### config.mk
export PLATFORM = sky130hd
export DESIGN_NAME = multicycle_ctrl
export DESIGN_NICKNAME = d
export VERILOG_FILES = /design/src/rtl/cpu_pkg.sv /design/src/rtl/alu_cfg_sel.sv /design/src/rtl/multicycle_ctrl.sv
export SDC_FILE = /design/constraint.sdc
export NUM_CORES = 1
export LEC_CHECK = 0
export CAP_MARGIN = 0
export CORE_MARGIN = 2
export CORE_UTILIZATION = 57
export CTS_CLUSTER_SIZE = 14
export DETAILED_ROUTE_END_ITERATION = 10
export DONT_BUFFER_PORTS = 1
export PLACE_DENSITY = 0.81
export SETUP_SLACK_MARGIN = 0.5
export SYNTH_ARGS = -nofsm -noshare
export SYNTH_HDL_FRONTEND = slang
export SYNTH_SLANG_ARGS = --single-unit
### constraint.sdc
create_clock -name clk -period 1.62 [get_ports clk]
set_input_delay 0.405 -clock clk [delete_from_list [all_inputs] [get_ports clk]]
set_output_delay 0.405 -clock clk [all_outputs]
set_load 0.005 [all_outputs]
### src/rtl/cpu_pkg.sv
// Shared types and constants for the multi-cycle RV32I core control path.
package cpu_pkg;

    localparam logic [6:0] RTYPE   = 7'b0110011;
    localparam logic [6:0] ITYPE   = 7'b0010011;
    localparam logic [6:0] LTYPE   = 7'b0000011;
    localparam logic [6:0] STYPE   = 7'b0100011;
    localparam logic [6:0] BTYPE   = 7'b1100011;
    localparam logic [6:0] JTYPE   = 7'b1101111;
    localparam logic [6:0] J_ITYPE = 7'b1100111;
    localparam logic [6:0] LUI     = 7'b0110111;
    localparam logic [6:0] AUIPC   = 7'b0010111;

    typedef enum logic [3:0] {
        START    = 4'd0,
        FETCH    = 4'd1,
        DECODE   = 4'd2,
        EXEC_R   = 4'd3,
        EXEC_I   = 4'd4,
        EXEC_U   = 4'd5,
        ALU_WB   = 4'd6,
        MEM_ADDR = 4'd7,
        MEM_RD   = 4'd8,
        MEM_WB   = 4'd9,
        MEM_WR   = 4'd10,
        BRANCH   = 4'd11,
        JAL      = 4'd12,
        EXEC_JR  = 4'd13,
        JALR     = 4'd14,
        HALT     = 4'd15
    } ctrl_state_t;

    typedef enum logic [1:0] {
        SRC_A_PC    = 2'b00,
        SRC_A_OLDPC = 2'b01,
        SRC_A_RS1   = 2'b10,
        SRC_A_ZERO  = 2'b11
    } alu_src_a_t;

    typedef enum logic [1:0] {
        SRC_B_RS2  = 2'b00,
        SRC_B_IMM  = 2'b01,
        SRC_B_FOUR = 2'b10
    } alu_src_b_t;

    typedef enum logic [1:0] {
        RES_ALUOUT = 2'b00,
        RES_MEM    = 2'b01,
        RES_PC     = 2'b10
    } result_src_t;

    // States that issue a memory request and may wait on mem_ready.
    function automatic logic is_mem_state(input ctrl_state_t s);
        return (s == FETCH) || (s == MEM_RD) || (s == MEM_WR);
    endfunction

endpackage

### src/rtl/alu_cfg_sel.sv
// Chooses the shared ALU's opcode/func3/func7 from the control state and IR fields.
module alu_cfg_sel
    import cpu_pkg::*;
(
    input  ctrl_state_t state,
    input  logic [6:0]  opcode,
    input  logic [2:0]  func3,
    input  logic        func7,
    output logic [6:0]  alu_opcode,
    output logic [2:0]  alu_func3,
    output logic        alu_func7
);

    // Forced add for PC/target/U-type arithmetic, IR passthrough for real ALU ops.
    always_comb begin
        alu_opcode = 7'd0;
        alu_func3  = 3'd0;
        alu_func7  = 1'b0;
        case (state)
            FETCH, DECODE, EXEC_U: alu_opcode = ITYPE;
            EXEC_R, EXEC_I: begin
                alu_opcode = opcode;
                alu_func3  = func3;
                alu_func7  = func7;
            end
            MEM_ADDR: alu_opcode = LTYPE;
            EXEC_JR:  alu_opcode = J_ITYPE;
            default:  alu_opcode = 7'd0;
        endcase
    end

endmodule

### src/rtl/multicycle_ctrl.sv
// Main control FSM of the multi-cycle RV32I core: sequences each instruction
// and drives every datapath enable, mux select and the shared ALU configuration.
module multicycle_ctrl
    import cpu_pkg::*;
#(
    parameter int MEM_WAIT_MAX = 255
)
(
    input  logic       clk,
    input  logic       rst,
    input  logic [6:0] opcode,
    input  logic [2:0] func3,
    input  logic       func7,
    input  logic       mem_ready,
    input  logic       branch_taken,
    output logic       mem_req,
    output logic       mem_we,
    output logic       adr_src,
    output logic       ir_write,
    output logic       pc_write,
    output logic       reg_write,
    output logic       pc_src,
    output logic [1:0] alu_src_a,
    output logic [1:0] alu_src_b,
    output logic [1:0] result_src,
    output logic [6:0] alu_opcode,
    output logic [2:0] alu_func3,
    output logic       alu_func7,
    output logic       instr_done,
    output logic       halted,
    output logic       err
);

    // The timeout fires on the last permitted waiting cycle so HALT is entered
    // exactly MEM_WAIT_MAX cycles after the memory state was entered.
    localparam logic [7:0] WAIT_LAST = (MEM_WAIT_MAX == 0) ? 8'd0 : 8'(MEM_WAIT_MAX - 1);

    ctrl_state_t state_r;
    ctrl_state_t state_next_s;
    logic [7:0]  wait_cnt_r;
    logic        err_r;
    logic        err_set_s;
    logic        timeout_s;
    alu_src_a_t  src_a_s;
    alu_src_b_t  src_b_s;
    result_src_t res_s;

    // Memory-wait timeout; mem_ready on the same cycle takes priority in the FSM.
    always_comb begin
        timeout_s = 1'b0;
        if ((MEM_WAIT_MAX != 0) && is_mem_state(state_r) && !mem_ready) begin
            timeout_s = (wait_cnt_r == WAIT_LAST);
        end else begin
            timeout_s = 1'b0;
        end
    end

    // Next-state decode.
    always_comb begin
        state_next_s = state_r;
        err_set_s    = 1'b0;
        case (state_r)
            START: state_next_s = FETCH;
            FETCH, MEM_RD, MEM_WR: begin
                if (mem_ready) begin
                    if (state_r == FETCH) begin
                        state_next_s = DECODE;
                    end else if (state_r == MEM_RD) begin
                        state_next_s = MEM_WB;
                    end else begin
                        state_next_s = FETCH;
                    end
                end else if (timeout_s) begin
                    state_next_s = HALT;
                    err_set_s    = 1'b1;
                end else begin
                    state_next_s = state_r;
                end
            end
            DECODE: begin
                case (opcode)
                    RTYPE:        state_next_s = EXEC_R;
                    ITYPE:        state_next_s = EXEC_I;
                    LTYPE, STYPE: state_next_s = MEM_ADDR;
                    BTYPE:        state_next_s = BRANCH;
                    JTYPE:        state_next_s = JAL;
                    J_ITYPE:      state_next_s = EXEC_JR;
                    LUI, AUIPC:   state_next_s = EXEC_U;
                    default: begin
                        state_next_s = HALT;
                        err_set_s    = 1'b1;
                    end
                endcase
            end
            EXEC_R, EXEC_I, EXEC_U: state_next_s = ALU_WB;
            MEM_ADDR: begin
                if (opcode == LTYPE) begin
                    state_next_s = MEM_RD;
                end else begin
                    state_next_s = MEM_WR;
                end
            end
            EXEC_JR: state_next_s = JALR;
            ALU_WB, MEM_WB, BRANCH, JAL, JALR: state_next_s = FETCH;
            HALT: state_next_s = HALT;
            default: begin
                state_next_s = HALT;
                err_set_s    = 1'b1;
            end
        endcase
    end

    // Moore output decode (strobes qualified by mem_ready/branch_taken where needed).
    always_comb begin
        mem_req    = 1'b0;
        mem_we     = 1'b0;
        adr_src    = 1'b0;
        ir_write   = 1'b0;
        pc_write   = 1'b0;
        reg_write  = 1'b0;
        pc_src     = 1'b0;
        instr_done = 1'b0;
        halted     = 1'b0;
        src_a_s    = SRC_A_PC;
        src_b_s    = SRC_B_RS2;
        res_s      = RES_ALUOUT;
        case (state_r)
            FETCH: begin
                mem_req  = 1'b1;
                src_b_s  = SRC_B_FOUR;
                ir_write = mem_ready;
                pc_write = mem_ready;
            end
            DECODE: begin
                src_a_s = SRC_A_OLDPC;
                src_b_s = SRC_B_IMM;
            end
            EXEC_R: src_a_s = SRC_A_RS1;
            EXEC_I, MEM_ADDR, EXEC_JR: begin
                src_a_s = SRC_A_RS1;
                src_b_s = SRC_B_IMM;
            end
            EXEC_U: begin
                if (opcode == LUI) begin
                    src_a_s = SRC_A_ZERO;
                end else begin
                    src_a_s = SRC_A_OLDPC;
                end
                src_b_s = SRC_B_IMM;
            end
            ALU_WB: begin
                reg_write  = 1'b1;
                instr_done = 1'b1;
            end
            MEM_RD: begin
                mem_req = 1'b1;
                adr_src = 1'b1;
            end
            MEM_WB: begin
                reg_write  = 1'b1;
                res_s      = RES_MEM;
                instr_done = 1'b1;
            end
            MEM_WR: begin
                mem_req    = 1'b1;
                mem_we     = 1'b1;
                adr_src    = 1'b1;
                instr_done = mem_ready;
            end
            BRANCH: begin
                pc_write   = branch_taken;
                pc_src     = 1'b1;
                instr_done = 1'b1;
            end
            JAL, JALR: begin
                pc_write   = 1'b1;
                pc_src     = 1'b1;
                reg_write  = 1'b1;
                res_s      = RES_PC;
                instr_done = 1'b1;
            end
            HALT:    halted = 1'b1;
            default: halted = 1'b0;
        endcase
    end

    assign alu_src_a  = src_a_s;
    assign alu_src_b  = src_b_s;
    assign result_src = res_s;
    assign err        = err_r;

    alu_cfg_sel u_alu_cfg_sel (
        .state      (state_r),
        .opcode     (opcode),
        .func3      (func3),
        .func7      (func7),
        .alu_opcode (alu_opcode),
        .alu_func3  (alu_func3),
        .alu_func7  (alu_func7)
    );

    // State register.
    always_ff @(posedge clk or posedge rst) begin
        if (rst) begin
            state_r <= START;
        end else begin
            state_r <= state_next_s;
        end
    end

    // Memory wait counter: counts consecutive waiting cycles, cleared otherwise.
    always_ff @(posedge clk or posedge rst) begin
        if (rst) begin
            wait_cnt_r <= 8'd0;
        end else if (is_mem_state(state_r) && !mem_ready) begin
            wait_cnt_r <= wait_cnt_r + 8'd1;
        end else begin
            wait_cnt_r <= 8'd0;
        end
    end

    // Sticky error flag.
    always_ff @(posedge clk or posedge rst) begin
        if (rst) begin
            err_r <= 1'b0;
        end else if (err_set_s) begin
            err_r <= 1'b1;
        end else begin
            err_r <= err_r;
        end
    end

endmodule

==> summary.md, run 1 <==
| Metric | Value |
|---|---|
| Status | stopped before the end |
| WEP type | primary output |
| #FFs+latches synth | 13 |
| Cells after Synth | 177 |
| Row cnt | 17 |
| Initial Util | 59.8% |
| Post-synthesis xor/xnor area fraction | 4.63% |
| EDFF count, synth | 0 |
| Post-synth ARST share | 100% |
| Synth top area share | 24.6% |
| Largest net degree at the start of global routing | 16 |
| Cts hold-fix bufs | 0 |
| Post-synthesis simple-gate area fraction | 36.3% |
| Clk sink count | 13 |
| Register area share after synthesis | 24.6% |
| Mux cell area share after synthesis | 0% |
| CTS root buffer | clkbuf_4 |
| CTS Buffer Depth | 2 |
| Compound-Gate Fraction of Synth Area | 25.4% |
| Io pins | 42 |
| H-tree Lvls | 1 |
| Synth cell types | 51 |
| Main combinational cell family by area after synthesis | simple AND/OR/NAND/NOR gates |
| Worst Endpoint after GRT Repair | alu_func3[1] |
| Num CTS Buffers | 3 |
| Top post-synthesis cells by area | dfrtp_1 25%, nor2_1 6.0%, nand2_1 4.3% |
| Post-DP HPWL | 2820 um |
| Area leader, netlist | dfrtp_1 |
| Last flow stage reached | global routing (5_1_grt) |
| Port buffer count | 0 |
| Die H | 52.2 um |
| Placed Area | 1590 um^2 |
| Syn_area_per_cell | 7.48 um^2 |
| Syn_nets | 194 |
| Mapped Area | 1320 um^2 |
| Synth Flop Type | dfrtp_1 |
| Placer Congestion | 0.852 |
| Error msg | [ERROR DPL-0038] Utilization greater than 100%, impossible to legalize |
| Ys Warns | 0 |
| Synth Area in Adders | 2.65% |
| Die width | 52.2 um |
| Cell Count Post-Placement | 222 |
## metrics by stage
stage / hold slack [ps] / worst slack, ps / utilization (%)
2_1_floorplan: 282 / 12.2 / -
3_3_place_gp: 334 / -55.8 / 71.7
3_5_place_dp: 345 / -88.2 / 71.7
4_1_cts: 39.4 / -282 / 90.2
## Yosys cell counts (all sizes together) (2+ instances only)
| library cell | count |
|---|---|
| a211o | 4 |
| and3b | 2 |
| dfrtp | 13 |
| a22o | 3 |
| o211a | 2 |
| inv | 7 |
| o22ai | 2 |
| o211ai | 2 |
| o21ai | 12 |
| and2 | 5 |
| a21oi | 12 |
| a221oi | 2 |
| nor2 | 21 |
| and3 | 5 |
| a211oi | 2 |
| nand3 | 6 |
| ha | 2 |
| nor4 | 3 |
| nor3b | 2 |
| nand4 | 2 |
| and4 | 2 |
| nor3 | 6 |
| xor2 | 6 |
| clkbuf | 8 |
| nor2b | 6 |
| nand2 | 15 |
| nand2b | 6 |
| buf | 5 |
## logic make-up after synthesis
kind of cell | count (synthesis)
buf+inv | 20
simple gates | 86
xor+xnor | 7
compound gates | 48
fa+ha+maj | 3
flops | 13
## timing repair
item                                    CTS
endpoints found under the setup margin   39
resized for setup                        72
gates cloned                              0
pin swaps                                14
buffers inserted                         16
==> run 2: changes to the inputs <==
--- a/config.mk
+++ b/config.mk
@@ -6,13 +6,11 @@
 export NUM_CORES = 1
 export LEC_CHECK = 0
 export CAP_MARGIN = 0
-export CORE_MARGIN = 2
-export CORE_UTILIZATION = 57
-export CTS_CLUSTER_SIZE = 14
+export CORE_AREA = 2 2 63 65
 export DETAILED_ROUTE_END_ITERATION = 10
+export DIE_AREA = 0 0 65 67
 export DONT_BUFFER_PORTS = 1
-export PLACE_DENSITY = 0.81
-export SETUP_SLACK_MARGIN = 0.5
+export PLACE_DENSITY_LB_ADDON = 0.15
 export SYNTH_ARGS = -nofsm -noshare
 export SYNTH_HDL_FRONTEND = slang
 export SYNTH_SLANG_ARGS = --single-unit
==> constraint.sdc (replaced) <==
create_clock -name clk -period 2.1 [get_ports clk]
set_input_delay 0.525 -clock clk [delete_from_list [all_inputs] [get_ports clk]]
set_output_delay 0.525 -clock clk [all_outputs]
set_load 0.005 [all_outputs]
==> run 2 against run 1 <==
Against the previous run:
- the flow now finishes without violations
- synthesized area unchanged
- synthesized cell count is the same
==> summary.md, run 2 <==
| Metric | Value |
|---|---|
| Commonest cells after routing, fill and taps aside | 20 x nor2_1, 17 x buf_4, 15 x nand2_1 |
| Skew final | 4.16 ps |
| Largest register by flop count | wait_cnt_r |
| Worst R2R End | state_r[0]$_DFFE_PP0P_ |
| Worst min path class | in2async |
| Drt first pass iters | 4 |
| Port buffer count | 0 (unchanged) |
| Post-DP HPWL | 2740 um (was 2820 um) |
| Initial Util | 36.7% (was 59.8%) |
| Area of the multi-input gates | 976 um^2 |
| Cell area after layout | 1600 um^2 |
| Crit path DAT | 1540 ps |
| CTS Buffer Depth | 2 (unchanged) |
| Total routed wirelength | 3640 um |
| Syn_area_per_cell | 7.48 um^2 (unchanged) |
| Initial antenna violation count | 0 |
| Critical Path Source Type | flop |
| Via Count | 1322 |
| Slew @ Worst Pin | 493 ps |
| MaxCap Viol Count | 0 |
| Synth cell types | 51 (unchanged) |
| Ant diodes | 0 |
| Post-synth ARST share | 100% (unchanged) |
| Relative slew slack | 67.1% |
| #FFs+latches synth | 13 (unchanged) |
| CP Capture Type | output pin |
| Clk sink count | 13 (unchanged) |
| Synth top cells by count | 21 x nor2_1, 15 x nand2_1, 13 x dfrtp_1, 11 x a21oi_1, 11 x o21ai_0 (unchanged) |
| H-tree Lvls | 1 (unchanged) |
| Cell Count Post-Placement | 225 (was 222) |
| Clk Latency, worst-skew pair | 240 ps |
| CP required | 1570 ps |
| Status | finished clean (was stopped before the end) |
| Leak pwr | 0.000670 uW |
| Cts hold-fix bufs | 0 (unchanged) |
| First-pass GRT wire length | 5870 um |
| Core Area | 3610 um^2 |
| Mapped Area | 1320 um^2 (unchanged) |
| Largest net degree at the start of global routing | 25 |
| Gr ovfl total | 0 |
| Register area share after synthesis | 24.6% (unchanged) |
| Place WS | 72.0 ps (was -88.2 ps) |
| EDFF count, synth | 0 (unchanged) |
| Row cnt | 22 (was 17) |
| P per Cell Area | 1400 nW/um^2 |
| Syn_nets | 194 (unchanged) |
| Cell with the most instances after synthesis | nor2_1 (unchanged) |
| Io pins | 42 (unchanged) |
| Vias per cell | 5.63 |
| Placer Congestion | 0.894 (was 0.852) |
| Fillers | 361 |
| Synthesis-to-finish area growth | 20.8% |
| WS Path Type | reg2out |
| Hold Violations, Final | 0 |
| Internal reg-to-reg setup slack | 200 ps |
| Die width | 65 um (was 52.2 um) |
| TritonCTS clock tree | yes |
| Setup-failing EPs final | 0 |
| Final hold slack | 191 ps |
| DR iter-0 viols | 55 |
| WL per Instance | 15.5 um |
| Remaining antenna violation count after routing | 0 |
| Max reg flops | 8 |
| Layout cells sized above 1 | 25.1% |
| Vias in the first global route | 1236 |
| VDD IR-drop max | 0.674 mV |
| Most common cell after layout, fill and taps aside | nor2_1 |
| Worst Setup Slack, final | 35.3 ps |
| Placed Area | 1440 um^2 (was 1590 um^2) |
| Period minus WS final | 2060 ps |
| R2R depth | 6 |
| Post-layout net count | 205 |
| Final Util | 44.3% |
| Max Fclk | 0.484 GHz |
| Crit Path Max Fanout | 10 |
| GRT Overall Usage | 17.4% |
| Final non-filler cell total | 235 |
| DRC Markers | 0 |
| Die H | 67 um (was 52.2 um) |
| FF/Latch Area | 329 um^2 |
| Num CTS Buffers | 3 (unchanged) |
| Cells after Synth | 177 (unchanged) |
| Synth Flop Type | dfrtp_1 (unchanged) |
| Final Max Slew Viols | 0 |
| RR Startpoint | state_r[2]$_DFFE_PP0P_ |
| Die area | 4360 um^2 |
| Final Cycle Share | 98.3% |
| Ys Warns | 0 (unchanged) |
| Clock slew at reported path FFs | 60 ps |
| CTS root buffer | clkbuf_8 (was clkbuf_4) |
| Top post-synthesis cells by area | dfrtp_1 25%, nor2_1 6.0%, nand2_1 4.3% (unchanged) |
| Area leader, netlist | dfrtp_1 (unchanged) |
| Synth top area share | 24.6% (unchanged) |
==> run 2: worst max-delay path by stage <==
stage	startpoint	endpoint	cells past startpoint
finish	state_r[2]$_DFFE_PP0P_	ir_write	4
global route	state_r[3]$_DFFE_PP0P_	alu_opcode[2]	6
CTS	state_r[1]$_DFFE_PP0P_	alu_opcode[3]	4
detailed placement	state_r[2]$_DFFE_PP0P_	alu_opcode[3]	4
global placement	state_r[1]$_DFFE_PP0P_	alu_opcode[3]	4
floorplan	state_r[0]$_DFFE_PP0P_	alu_src_b[0]	5
==> run 2: worst max-delay path, stage by stage (launching register included) <==
cell and delay, ps:
dfrtp_2 470, buf_4 200, nand2b_2 220, nor4_1 220
buf_4 190
==> run 2: per-layer routing <==
metal  track usage (%)  share of wire [%]  vias up
li1                  -                  -      657
met1              25.8                 51      631
met2              25.6                 44       32
met3              3.72                4.2        2
met4              3.46               0.60        0
met5                 0                  0        -
==> run 2: logic make-up (layout without fill, tap and decap cells) <==
group                      after synthesis  count (layout)  synth area share [%]
AOI/OAI and AO/OA                       48              48                  25.4
buffers and inverters                   20              30                  6.43
and+or+nand+nor                         86              86                  36.3
adders and majority gates                3               3                  2.65
xor gates and xnor gates                 7               7                  4.63
DFF                                     13              13                  24.6
==> run 2: area by class of cell <==
class | count | share of cell area [%]
clock buffers | 4 | 2.82
inverters | 7 | 1.88
multi-input cells | 144 | 61.0
flip-flops and latches | 13 | 20.6
well taps | 48 | 3.76
repair buffers | 19 | 9.94
==> run 2: repair_timing <==
action | 4_1_cts | 5_1_grt
endpoints found under the setup margin | 10 | 17
setup buffers | 0 | 6
resized for setup | 6 | 14
pin swaps | 1 | 3
==> run 2: metrics by stage <==
step	setup TNS, ps	total power, uW
2_1_floorplan	0	1390
3_3_place_gp	0	1750
3_5_place_dp	0	1760
4_1_cts	0	2030
5_1_grt	-8.27	2420
6_report	0	2230
==> run 2: where the power goes <==
part,leakage [uW],internal [uW],total [uW],switching [uW]
clock network,0.0000228,134,222,87.7
registers,0.000164,310,400,90.6
logic,0.000483,744,1610,866
Power figures use the tool's default switching activity.
==> run 3: changes to the inputs <==
--- a/config.mk
+++ b/config.mk
@@ -9,7 +9,6 @@
 export CORE_AREA = 2 2 63 65
 export DETAILED_ROUTE_END_ITERATION = 10
 export DIE_AREA = 0 0 65 67
-export DONT_BUFFER_PORTS = 1
 export PLACE_DENSITY_LB_ADDON = 0.15
 export SYNTH_ARGS = -nofsm -noshare
 export SYNTH_HDL_FRONTEND = slang
==> constraint.sdc (replaced) <==
create_clock -name clk -period 1.7 [get_ports clk]
set_input_delay 0.425 -clock clk [delete_from_list [all_inputs] [get_ports clk]]
set_output_delay 0.425 -clock clk [all_outputs]
set_load 0.005 [all_outputs]
==> run 3 against run 2 <==
Against the previous run:
- the run now ends with negative setup slack left
- non-clock buffer count grew 116
- count of clock-buffer cells in the layout did not move
- clock power grew 29%
- hold slack gained 310 ps
- final cell count increased by 49%
- cell area up 78%
- total power up 140%
- largest power group unchanged
==> summary.md, run 3 (synthesis gave the netlist of run 2 again) <==
| Metric | Value |
|---|---|
| Status | finished, violations left (was finished clean) |
| Failing checks | negative setup slack |
| CP dominant cell by count | buf_6 (was buf_4) |
| Leak pwr | 0.00137 uW (was 0.000670 uW) |
| Hold Violations, Final | 0 (unchanged) |
| Hold Crit Depth | 1 |
| Final Cycle Share | 125% |
| Via Count | 1947 (was 1322) |
| DR WL met2 | 3480 um (was 1590 um) |
| Gr ovfl total | 0 (unchanged) |
| Fillers | 223 (was 361) |
| First-pass GRT wire length | 9330 um (was 5870 um) |
| Vias per cell | 5.55 (was 5.63) |
| GRT Overall Usage | 28.1% (was 17.4%) |
| Top layer used by detailed routing | met4 (unchanged) |
| Initial Util | 36.7% (unchanged) |
| Crit path DAT | 1700 ps (was 1540 ps) |
| Num CTS Buffers | 3 (unchanged) |
| Cell Count Post-Placement | 301 (was 225) |
| CP top delay family | simple AND/OR/NAND/NOR gates (was flip-flops) |
| Vias in the first global route | 1999 (was 1236) |
| DR iter-0 viols | 135 (was 55) |
| Setup-failing EPs final | 30 (was 0) |
| MaxCap Viol Count | 0 (unchanged) |
| Crit path depth | 7 (was 4) |
| CP bufs+invs | 3 (was 2) |
| Largest net degree at the start of global routing | 14 (was 25) |
| Largest register by flop count | wait_cnt_r (unchanged) |
| WS Path Type | reg2out (unchanged) |
| DRC Markers | 0 (unchanged) |
| Max Fclk | 0.471 GHz |
| CP cell instances | nand2b_4 > or2_4 > a21oi_4 > buf_6 > buf_6 > and2_1 > buf_2 (was buf_4 > nand2b_2 > nor4_1 > buf_4) |
| Core Area | 3610 um^2 (unchanged) |
| Slowest CP cell | dfrtp_1 (was dfrtp_2) |
| WL per Instance | 18.3 um (was 15.5 um) |
| Final non-filler cell total | 351 (was 235) |
| Post-layout net count | 321 (was 205) |
| Worst path max stage delay | 420 ps (was 470 ps) |
| RSZ-0062 raised after global routing | true |
| CP Capture Type | output pin (unchanged) |
| R2R depth | 9 (was 6) |
| Critical Path Source Type | flop (unchanged) |
| Placer Congestion | 0.891 (was 0.894) |
| CTS Buffer Depth | 2 (unchanged) |
| Worst Setup Slack, final | -422 ps (was 35.3 ps) |
| Final Util | 79.0% (was 44.3%) |
| Period minus WS final | 2120 ps |
| H-tree Lvls | 1 (unchanged) |
| Remaining antenna violation count after routing | 0 (unchanged) |
| Die area | 4360 um^2 (unchanged) |
| Row cnt | 22 (unchanged) |
| P per Cell Area | 1860 nW/um^2 (was 1400 nW/um^2) |
| CP required | 1270 ps (was 1570 ps) |
| Skew final | 2.24 ps (was 4.16 ps) |
| Worst min path class | reg2reg (was in2async) |
| Synthesis-to-finish area growth | 115% (was 20.8%) |
| Clk sink count | 13 (unchanged) |
| Die width | 65 um (unchanged) |
| CTS root buffer | clkbuf_8 (unchanged) |
| Final Max Slew Viols | 0 (unchanged) |
| Commonest cells after routing, fill and taps aside | 57 x buf_4, 37 x buf_6, 22 x buf_2 (was 20 x nor2_1, 17 x buf_4, 15 x nand2_1) |
| Ant diodes | 0 (unchanged) |
| Drt first pass iters | 4 (unchanged) |
| Most common cell after layout, fill and taps aside | buf_4 (was nor2_1) |
| Clk Latency, worst-skew pair | 240 ps (about the same) |
| Cts hold-fix bufs | 0 (unchanged) |
| Met1 WL | 2470 um (was 1870 um) |
| Total routed wirelength | 6440 um (was 3640 um) |
| VDD IR-drop max | 1.17 mV (was 0.674 mV) |
| Initial antenna violation count | 0 (unchanged) |
| Met3 WL post-DR | 222 um (was 153 um) |
| Slew @ Worst Pin | 536 ps (was 493 ps) |
| TritonCTS clock tree | yes (unchanged) |
| Post-DP HPWL | 3550 um (was 2740 um) |
| Io pins | 42 (unchanged) |
| Max reg flops | 8 (unchanged) |
| Crit Path Max Fanout | 4 (was 10) |
| Die H | 67 um (unchanged) |
| Port buffer count | 41 (was 0) |
| Clock slew at reported path FFs | 60 ps (about the same) |
| Layout cells sized above 1 | 62.0% (was 25.1%) |
| Relative slew slack | 64.2% (was 67.1%) |
-- run 3: changes by cell type in the layout (fill, tap and decap cells not counted), sizes merged --
cell / before / now
inv: 6 / 7
dlygate4sd2: 0 / 7
clkbuf: 4 / 5
buf: 19 / 119
clkdlybuf4s50: 0 / 8
clkinvlp: 1 / 0
-- run 3: report_power, final --
| part | switching (uW) | leakage, uW | internal (uW) |
|---|---|---|---|
| combinational | 1990 | 0.00118 | 2520 |
| clock | 122 | 0.0000228 | 166 |
| sequential | 128 | 0.000164 | 382 |
-- run 3: area by class of cell --
cell class,count,area (um^2),share of cell area (%)
Inverter,7,28.8,1.01
Timing Repair Buffer,135,1160,40.6
Multi-Input combinational cell,144,1230,43.2
Clock buffer,4,45.0,1.58
Sequential cell,13,329,11.6
Tap cell,48,60.1,2.11
-- run 3: per-stage QoR --
step,setup WS [ps],area [um^2],setup TNS (ps),hold slack [ps],total power [uW]
6_report,-422,2850,-8510,497,5300
5_1_grt,-479,2850,-9940,527,5550
4_1_cts,-372,2630,-6850,503,4590
3_5_place_dp,-743,2110,-13630,491,3200
3_3_place_gp,-703,2110,-12790,471,3150
2_1_floorplan,-8.77,1330,-17.5,302,1740
-- run 3: what timing repair did --
| item | in CTS | in global routing |
|---|---|---|
| endpoints found under the hold margin | 0 | 0 |
| endpoints found under the setup margin | 31 | 33 |
| resized for setup | 192 | 43 |
| setup buffers | 34 | 16 |
| pin swaps | 23 | 19 |
| cloned | 1 | 0 |
-- run 3: worst paths after layout --
path,startpoint,to,slack (ps)
max in group asynchronous,rst,state_r[2]$_DFFE_PP0P_,790
worst min register to register,err$_DFFE_PP0P_,err$_DFFE_PP0P_,500
min in group asynchronous,rst,wait_cnt_r[0]$_DFF_PP0_,530
worst max register to register,state_r[2]$_DFFE_PP0P_,state_r[1]$_DFFE_PP0P_,-310
worst max-delay path,state_r[1]$_DFFE_PP0P_,alu_func3[1],-420
worst min-delay path,err$_DFFE_PP0P_,err$_DFFE_PP0P_,500
-- run 3: routing by layer --
| layer | up-vias | global-route usage, % |
|---|---|---|
| met2 | 75 | 53.7 |
| met1 | 960 | 30.5 |
| li1 | 887 | - |
| met3 | 25 | 3.89 |
| met4 | 0 | 12.2 |
| met5 | - | 0 |
==> run 4: changes to the inputs <==
--- a/config.mk
+++ b/config.mk
@@ -10,6 +10,7 @@
 export DETAILED_ROUTE_END_ITERATION = 10
 export DIE_AREA = 0 0 65 67
 export PLACE_DENSITY_LB_ADDON = 0.15
+export SKIP_LAST_GASP = 1
 export SYNTH_ARGS = -nofsm -noshare
 export SYNTH_HDL_FRONTEND = slang
 export SYNTH_SLANG_ARGS = --single-unit
==> run 4 against run 3 <==
Against the previous run:
- the flow still finishes with violations (negative setup slack)
- fmax down 1.6%
- critical endpoint is now alu_opcode[4]
- cell area fell by 1.7%
- largest cell class unchanged
- non-clock buffer count decreased by 3
- critical path type unchanged
- sequential cell count did not move
- clock power fell by 2%
- highest routed layer unchanged
==> summary.md, run 4 (synthesis gave the netlist of run 2 again) <==
| Metric | Value |
|---|---|
| Clk Latency, worst-skew pair | 240 ps (about the same) |
| Crit path DAT | 1730 ps (was 1700 ps) |
| Final Util | 77.7% (was 79.0%) |
| Commonest cells after routing, fill and taps aside | 60 x buf_4, 32 x buf_6, 19 x buf_2 (was 57 x buf_4, 37 x buf_6, 22 x buf_2) |
| Gr ovfl total | 0 (unchanged) |
| Worst min path class | in2async (was reg2reg) |
| Die H | 67 um (unchanged) |
| P per Cell Area | 1850 nW/um^2 (was 1860 nW/um^2) |
| CP Capture Type | output pin (unchanged) |
| Global-route track usage on met2 | 55.5% (was 53.7%) |
| Cell Count Post-Placement | 301 (unchanged) |
| Post-layout net count | 318 (was 321) |
| Pint | 2990 uW (was 3060 uW) |
| Post-DP HPWL | 3550 um (unchanged) |
| Initial antenna violation count | 0 (unchanged) |
| CTS Buffer Depth | 2 (unchanged) |
| Ant diodes | 0 (unchanged) |
| WL per Instance | 18.4 um (was 18.3 um) |
| Net Sw Frac | 42.2% (about the same) |
| Drt first pass iters | 4 (unchanged) |
| First-pass GRT wire length | 9410 um (was 9330 um) |
| Die width | 65 um (unchanged) |
| Worst Setup Slack, final | -456 ps (was -422 ps) |
| GRT Overall Usage | 28.0% (was 28.1%) |
| Slew @ Worst Pin | 537 ps (was 536 ps) |
| Most common cell after layout, fill and taps aside | buf_4 (unchanged) |
| H-tree Lvls | 1 (unchanged) |
| Vias per cell | 5.53 (was 5.55) |
| CP top delay family | flip-flops (was simple AND/OR/NAND/NOR gates) |
| Critical Path Source Type | flop (unchanged) |
| Die area | 4360 um^2 (unchanged) |
| Met3 usage in global routing | 3.38% (was 3.89%) |
| Status | finished, violations left (unchanged) |
| Hold Violations, Final | 0 (unchanged) |
| Vias in the first global route | 2023 (was 1999) |
| Cts hold-fix bufs | 0 (unchanged) |
| Num CTS Buffers | 3 (unchanged) |
| Relative slew slack | 64.2% (about the same) |
| Internal reg-to-reg setup slack | -390 ps (was -310 ps) |
| RSZ-0062 raised after global routing | true (unchanged) |
| Max Fclk | 0.464 GHz (was 0.471 GHz) |
| Synthesis-to-finish area growth | 112% (was 115%) |
| Final non-filler cell total | 348 (was 351) |
| Cell area after layout | 2800 um^2 (was 2850 um^2) |
| CTS root buffer | clkbuf_8 (unchanged) |
| Largest register by flop count | wait_cnt_r (unchanged) |
| CP required | 1270 ps (about the same) |
| Clock slew at reported path FFs | 60 ps (about the same) |
| Clk sink count | 13 (unchanged) |
| TritonCTS clock tree | yes (unchanged) |
| Period minus WS final | 2160 ps (was 2120 ps) |
| Max reg flops | 8 (unchanged) |
| Io pins | 42 (unchanged) |
| Total routed wirelength | 6420 um (was 6440 um) |
| Crit Path Max Fanout | 4 (unchanged) |
| WS Path Type | reg2out (unchanged) |
| Sw Pwr | 2190 uW (was 2240 uW) |
| Port buffer count | 41 (unchanged) |
| Core Area | 3610 um^2 (unchanged) |
| CP cell instances | nand2b_4 > or2_4 > a21oi_4 > buf_4 > buf_6 > a211o_1 > buf_2 (was nand2b_4 > or2_4 > a21oi_4 > buf_6 > buf_6 > and2_1 > buf_2) |
| Failing checks | negative setup slack (unchanged) |
| DR iter-0 viols | 111 (was 135) |
| Row cnt | 22 (unchanged) |
| Setup-failing EPs final | 29 (was 30) |
| Register share of total power | 9.7% (was 9.6%) |
| Layout cells sized above 1 | 61.0% (was 62.0%) |
| Remaining antenna violation count after routing | 0 (unchanged) |
| Slowest CP cell | dfrtp_1 (unchanged) |
| Worst path max stage delay | 430 ps (was 420 ps) |
| Final Max Slew Viols | 0 (unchanged) |
| CP bufs+invs | 3 (unchanged) |
| DRC Markers | 0 (unchanged) |
| MaxCap Viol Count | 0 (unchanged) |
| Placer Congestion | 0.891 (unchanged) |
| Via Count | 1924 (was 1947) |
| Skew final | 3.63 ps (was 2.24 ps) |
| Final Cycle Share | 127% (was 125%) |
| Initial Util | 36.7% (unchanged) |
| Gr busiest metal | met2 (unchanged) |
| Gate power share | 84.8% (was 84.9%) |
| Largest net degree at the start of global routing | 14 (unchanged) |
| Leak pwr | 0.00134 uW (was 0.00137 uW) |
| Place WS | -743 ps (unchanged) |
| Placed Area | 2110 um^2 (unchanged) |
| Fillers | 235 (was 223) |
| VDD IR-drop max | 1.24 mV (was 1.17 mV) |
| Setup TNS | -9260 ps (was -8510 ps) |
| GRT met1 Usage | 31.0% (was 30.5%) |
| Clock network fraction of total power | 5.4% (about the same) |
-- run 4: cell types whose count changed in the layout (fill, tap and decap cells not counted), moves of 2 or more --
cell,previous run,this run
buf_2,22,19
o21ai_1,2,4
buf_4,57,60
nor2_2,4,6
buf_6,37,32
nand2_1,8,10
and2_1,3,1
nand2_2,5,3
o21ai_2,6,4
and2_4,2,4
nor2_1,13,11
-- run 4: routing by layer --
layer  vias up  part of all wire [%]
met3        15                   4.1
met2        75                    55
li1        885                     -
met1       949                    39
met4         0                   2.4
met5         -                     0
-- run 4: power groups by stage --
stage          Sequential [uW]  Clock, uW  Combinational, uW
2_1_floorplan              421          0               1310
3_3_place_gp               469          0               2680
3_5_place_dp               478          0               2730
4_1_cts                    495        285               3700
5_1_grt                    503        296               4620
6_report                   504        281               4390
-- run 4: cell type report --
type                    instances  area [um^2]  area share, %
clock buffers                   4         45.0           1.61
inverters                       7         28.8           1.03
multi-input cells             144         1200           43.0
flip-flops and latches         13          329           11.8
well taps                      48         60.1           2.14
repair buffers                132         1130           40.4
-- run 4: repair_timing --
item	4_1_cts	5_1_grt
pin swaps	22	18
endpoints found under the hold margin	0	0
endpoints found under the setup margin	31	33
setup buffers	34	15
resized for setup	174	49
cloned	1	0
-- run 4: path summary, 6_finish.rpt --
check / end / cells after the start / start
min in group clk: err$_DFFE_PP0P_ / 1 / err$_DFFE_PP0P_
worst max register to register: state_r[3]$_DFFE_PP0P_ / 8 / state_r[2]$_DFFE_PP0P_
worst min register to register: err$_DFFE_PP0P_ / 1 / err$_DFFE_PP0P_
max in group asynchronous: state_r[2]$_DFFE_PP0P_ / 2 / rst
worst min-delay path: wait_cnt_r[4]$_DFF_PP0_ / 2 / rst
worst max-delay path: alu_opcode[4] / 7 / state_r[1]$_DFFE_PP0P_
-- run 4: through the flow --
| stage | power (uW) | hold WS, ps |
|---|---|---|
| floorplan | 1740 | 302 |
| global placement | 3150 | 471 |
| detailed placement | 3200 | 491 |
| CTS | 4480 | 503 |
| global route | 5410 | 545 |
| finish | 5180 | 527 |
